--- src/rtl/i2c_register_bridge.sv ---
// i2c_register_bridge: pointer + auto-increment byte register map behind the I2C slave engine.
module i2c_register_bridge #(
  parameter int ADDR_WIDTH = 4,
  parameter int RO_BASE    = 12
) (
  input  logic                      clk,
  input  logic                      rst,
  input  logic                      read_req,
  input  logic                      data_valid,
  input  logic [7:0]                data_from_master,
  input  logic [7:0]                write_cycle_count,
  output logic [7:0]                data_to_master,
  output logic [8*(2**ADDR_WIDTH)-1:0] regs_flat,
  output logic                      wr_strobe,
  output logic [ADDR_WIDTH-1:0]     wr_addr,
  output logic [7:0]                wr_data,
  output logic                      rd_strobe,
  output logic [ADDR_WIDTH-1:0]     rd_addr,
  input  logic                      hw_wr_en,
  input  logic [ADDR_WIDTH-1:0]     hw_wr_addr,
  input  logic [7:0]                hw_wr_data
);
  localparam int NUM_REGS = 2**ADDR_WIDTH;
  localparam logic [ADDR_WIDTH:0] RO = (ADDR_WIDTH+1)'(RO_BASE);
  logic [7:0]            regs_q [NUM_REGS];
  logic [ADDR_WIDTH-1:0] ptr_q, ptr_d, wr_addr_q, rd_addr_q;
  logic [7:0]            dtm_q, wr_data_q;
  logic                  wr_strobe_q, rd_strobe_q, wr_d, rd_d, hw_d;
  always_comb begin
    wr_d  = data_valid && write_cycle_count != 8'd1 && ({1'b0, ptr_q} < RO);
    rd_d  = read_req && !data_valid;
    hw_d  = hw_wr_en && ({1'b0, hw_wr_addr} >= RO);
    ptr_d = data_valid ? (write_cycle_count == 8'd1 ? data_from_master[ADDR_WIDTH-1:0] : ptr_q + 1'b1)
          : read_req ? ptr_q + 1'b1 : ptr_q;
  end
  always_ff @(posedge clk) begin
    if (rst) begin
      for (int k = 0; k < NUM_REGS; k++) regs_q[k] <= '0;
      ptr_q       <= '0;
      dtm_q       <= '0;
      wr_strobe_q <= 1'b0;
      wr_addr_q   <= '0;
      wr_data_q   <= '0;
      rd_strobe_q <= 1'b0;
      rd_addr_q   <= '0;
    end else begin
      // I2C writes land below RO, hw writes at/above it, so the two never collide
      if (wr_d) regs_q[ptr_q] <= data_from_master;
      if (hw_d) regs_q[hw_wr_addr] <= hw_wr_data;
      ptr_q       <= ptr_d;
      dtm_q       <= regs_q[ptr_q];
      wr_strobe_q <= wr_d;
      rd_strobe_q <= rd_d;
      if (wr_d) begin
        wr_addr_q <= ptr_q;
        wr_data_q <= data_from_master;
      end
      if (rd_d) rd_addr_q <= ptr_q;
    end
  end
  for (genvar i = 0; i < NUM_REGS; i++) begin : g_flat
    assign regs_flat[8*i +: 8] = regs_q[i];
  end
  assign data_to_master = dtm_q;
  assign wr_strobe      = wr_strobe_q;
  assign wr_addr        = wr_addr_q;
  assign wr_data        = wr_data_q;
  assign rd_strobe      = rd_strobe_q;
  assign rd_addr        = rd_addr_q;
endmodule

--- config.mk ---
export PLATFORM = sky130hd
export DESIGN_NAME = i2c_register_bridge
export DESIGN_NICKNAME = d
export VERILOG_FILES = /design/src/rtl/i2c_register_bridge.sv
export SDC_FILE = /design/constraint.sdc
export NUM_CORES = 1
export LEC_CHECK = 0
export ABC_AREA = 1
export BUFFER_PORTS_ARGS = -buffer_cell sky130_fd_sc_hd__buf_4
export CORE_ASPECT_RATIO = 1.2
export CORE_UTILIZATION = 54
export DETAILED_ROUTE_END_ITERATION = 6
export PLACE_DENSITY = 0.92
export SYNTH_ARGS = -nofsm -noshare
export SYNTH_HDL_FRONTEND = slang
export SYNTH_SLANG_ARGS = --single-unit
--- constraint.sdc ---
create_clock -name clk -period 2.9 [get_ports clk]
set_input_delay 0.435 -clock clk [delete_from_list [all_inputs] [get_ports clk]]
set_output_delay 0.435 -clock clk [all_outputs]
set_load 0.02 [all_outputs]
Yosys cells after proc, flatten, opt, wreduce, memory -nomap -nowiden
Memory sizes are Yosys's and may differ from the RTL's. A register that Yosys moved wholly into a read port is not among the register bits.
Cells that the tools add are included.

cells by class
  $lt $le $gt $ge = 2
  equal/unequal tests = 2
  reductions and logical operators = 8
  muxes and demuxes = 17
  $add $sub $neg = 1

operator list
  kind                   count
  $mux W4                5
  $mux W8                2
  $reduce_or A8 Y1       2
  $mux W1                10
  $eq A8 B1 Y1 const B   1
  $ne A8 B1 Y1 const B   1
  $add A4 B1 Y4 const B  1
  $ge A4 B4 Y1 const B   1
  $logic_and A1 B1 Y1    4
  $lt A4 B4 Y1 const B   1
  $reduce_bool A2 Y1     1
  $logic_not A1 Y1       1

storage, ports and cells
  bits of input ports = 33
  register bits = 22
  output and inout port bits = 154
  bits in writable memories = 128
  memories kept = 1
  word-level logic and storage cells = 37

memories
  name    depth  width  rd ports  clocked after Yosys merged registers in  wr ports  RTL line  source
  regs_q  16     8      17        1                                        16        25        logic [7:0] regs_q [NUM_REGS];

Longest topological paths before layout
  depth in word-level cells = 8
  mapped depth = 10
  mapped depth without buffers = 9

Worst setup path before layout
Ideal clock, no wire load.

  kind = register to register
  start point = register ptr_q[0]
  end point = memory regs_q[0][0], enable pin
  stages on the path, launching flop included = 6
  data required time = 2516 ps
  arrival time = 1848 ps
  buffers on the path = 1
  setup time = 384 ps
  slack = 668 ps
  clock period less this slack = 2232 ps
  cell sequence = dfxtp_1 > inv_1 > buf_1 > ha_1 > nand2_1 > o21ai_0

RTL lines
  item                    RTL line  source
  from (decl)             26        logic [ADDR_WIDTH-1:0] ptr_q, ptr_d, wr_addr_q, rd_addr_q;
  from (signal assigned)  50        ptr_q <= ptr_d;
  to (decl)               25

==> flow_summary_export.csv <==
group,metric,value,unit
run_status,status,"completed",
global_route,grt_pass1_vias,6545,
power_and_ir_drop,power.density,612,nW/um2
timing,whs,0.293,ns
min_path,hold_class,"in -> reg",
critical_path,cp_max_fo,76,
global_route,grt_max_degree,98,
synth,ys_ff_latch,158,
synth,synth_edf_count,128,
critical_path,regToRegEndpoint,"regs_q[9][3]",
floorplan,die_w,109,um
timing,setup_violations,0,
critical_path,cpLargestDelayFamily,"compound AO/OA/AOI/OAI gates",
cts,postCtsHoldBufs,0,
cts,cts_buffer_depth,2,
detailed_routing,wl_met3,2780,um
synth,yosysWarningCount,0,
synth,synth_most_common_cell,"nor2_1",
cts,post_cts_buffers,0,
critical_path,reg2reg_slack,0.65,ns
critical_path,crit_end,"regs_q[9][3]",
finish,layout-drive-gt1-share,0.287,
critical_path,r2r_start,"ptr_q[0]",
detailed_routing,wl,22800,um
timing,fin_crit_sh,0.775,
finish,stdcell_area,9520,um2
synth,synthMuxAreaShare,0,
power_and_ir_drop,p_leak,4.00,nW
critical_path,crit_buf_inv,1,
detailed_routing,drc,0,
cts,clk_pin_slew,0.06,ns
global_route,grt_use_total,0.325,
finish,finalNonFillerCells,1151,
synth,async_reset_ff_frac,0,
synth,yosysSeqAreaShare,0.597,
timing,slew_violations,0,
placement,io_buffers,186,
placement,post-place-cells,1119,
timing,fmax,445,MHz
detailed_routing,routed.top_layer,"met4",
cts,root_buffer,"clkbuf_16",
cts,numCtsBuffers,17,
critical_path,critPathKind,"reg -> reg",
timing,rsz0062_at_grt,"no",
synth,synth_xor_area_frac,0.00235,
detailed_routing,num_vias,6884,
cts,tritoncts,"built",
finish,syn_to_final_growth,27.8,%
finish,fin_nets,1007,
cts,cts_max_level,4,
timing,finalWorstSetupSlack,0.653,ns
synth,synth_top_family_by_area,"simple AND/OR/NAND/NOR gates",
synth,yosys.area.top_type_share,0.516,
critical_path,r2r_cells,4,
floorplan,coreArea,13400,um2
floorplan,pin_count,187,
synth,synth-simple-area-share,0.265,
synth,synth_top_cell_by_area,"edfxtp_1",
synth,synth-compound-area-share,0.0699,
critical_path,cp.depth,4,
synth,ys_top_cells_by_count,"nor2_1 (155), nand2_1 (147), edfxtp_1 (128)",
synth,ys.flop_type,"edfxtp_1",
synth,synth_nets,832,
cts,clock_latency,0.43,ns
timing,max_slew.worst_pin.slew,0.772,ns
detailed_routing,wl_met1,7610,um
timing,relSlewSlack,0.485,
timing,min_period,2.25,ns
detailed_routing,first_pass_iters,6,
cts,cts_resized,0,
cts,clock-sinks,158,
global_route,antenna_found_initial,0,
finish,utilization,0.713,
floorplan,start_util,0.558,
placement,dp_hpwl,15100,um
detailed_routing,drtIter0Drc,1006,
global_route,grt_pass1_wl,34100,um
synth,ys_types,27,
detailed_routing,met2_length,11000,um
power_and_ir_drop,p_total,5.82,mW
critical_path,crit_start,"ptr_q[0]",
floorplan,rows,46,
critical_path,worstPathCellList,"buf_12 > ha_1 > nand2_2 > o21ai_1",
floorplan,die_y,131,um
critical_path,end_kind,"flop",
critical_path,cp.required,2.95,ns
detailed_routing,wl_per_cell,19.8,um
power_and_ir_drop,vdd_ir_drop_max,0.352,mV
synth,netlist_area,7450,um2
critical_path,slowest_stage,"o21ai_1",
timing,setup-tns-final,0,ns
floorplan,die_area,14300,um2
placement,gp_congestion,0.896,
detailed_routing,ant_nets,0,
critical_path,worstPathArrival,2.30,ns
placement,dp_slack,0.665,ns
detailed_routing,vias_per_cell,5.98,
timing,finClkSkew,0.00806,ns
finish,n_antenna_cell,0,
critical_path,setup.worst_path.start_class,"flop",
critical_path,cpPeakStageDelay,0.66,ns
global_route,grt-ovfl-total,0,
synth,syn_inst,795,
timing,hold_violations,0,
placement,place_area,8970,um2
synth,synth.avg_cell_area,9.37,um2
job,maxCapViolations,0,
synth,synth_top_cells_by_area,"edfxtp_1 (52%), dfxtp_1 (8.1%), nor2_1 (7.8%)",
synth,synthAdderAreaFrac,0.00672,
-- layout make-up --
type / count / area [um2]
timing repair buffer: 208 / 1590
clock buffer: 22 / 465
multi-input combinational: 543 / 2570
sequential: 158 / 4450
fill: 867 / 3830
tap: 168 / 210
inverter: 42 / 158
clock inverter: 10 / 88.8
-- worst min-delay path: cells and delay by family --
kind | cells | cell delay (ns)
buf+inv | 1 | 0.09
simple gates | 2 | 0.16
-- sequential cells by signal, indices dropped and copies added (netlist names) --
signal          cells
wr_strobe           1
rd_strobe           1
wr_addr             4
wr_data             8
data_to_master      8
regs_q            128
ptr_q               4
rd_addr             4
-- layout by cell type (no fill, tap or decap), drive strengths merged --
cell type  Yosys  layout
buf           35     208
ha             4       4
dfxtp         30      30
clkbuf        17      22
nor2         159     159
clkinvlp       0       3
nor3          96      96
nand3         22      22
a21oi         20      20
bufinv         0       1
xnor2          1       1
edfxtp       128     128
o21ai         84      84
inv           40      41
nand2        155     155
xor2           1       1
and2           1       1
clkinv         2       7
-- power by group --
group / internal, mW / switching [mW]
Sequential: 2.58 / 0.0879
Clock: 1.23 / 0.898
Combinational: 0.341 / 0.685
-- cells by family after synthesis --
kind of cell,count (synthesis)
buffers and inverters,94
XOR/XNOR,2
AND/OR/NAND/NOR,433
AO/OA/AOI/OAI,104
flip-flops,158
adder cells (fa/ha/maj),4
-- worst min path at each step --
stage / startpoint / endpoint / slack, ns / depth (start not counted)
2_1_floorplan: ptr_q[3] / ptr_q[3] / 0.53 / 2
3_3_place_gp: wr_data[4] / wr_data[4] / 0.46 / 2
3_5_place_dp: wr_data[2] / wr_data[2] / 0.46 / 2
4_1_cts: data_from_master[3] / wr_data[3] / 0.29 / 3
5_1_grt: data_from_master[4] / wr_data[4] / 0.30 / 3
6_report: read_req / rd_strobe / 0.29 / 3
-- metal layers --
layer | up-vias | GRT usage
met5 | - | 0
met4 | 0 | 0.203
met3 | 124 | 0.0908
met2 | 632 | 0.526
met1 | 3098 | 0.382
li1 | 3030 | -
Note: power is estimated with default switching activity, not from simulation.
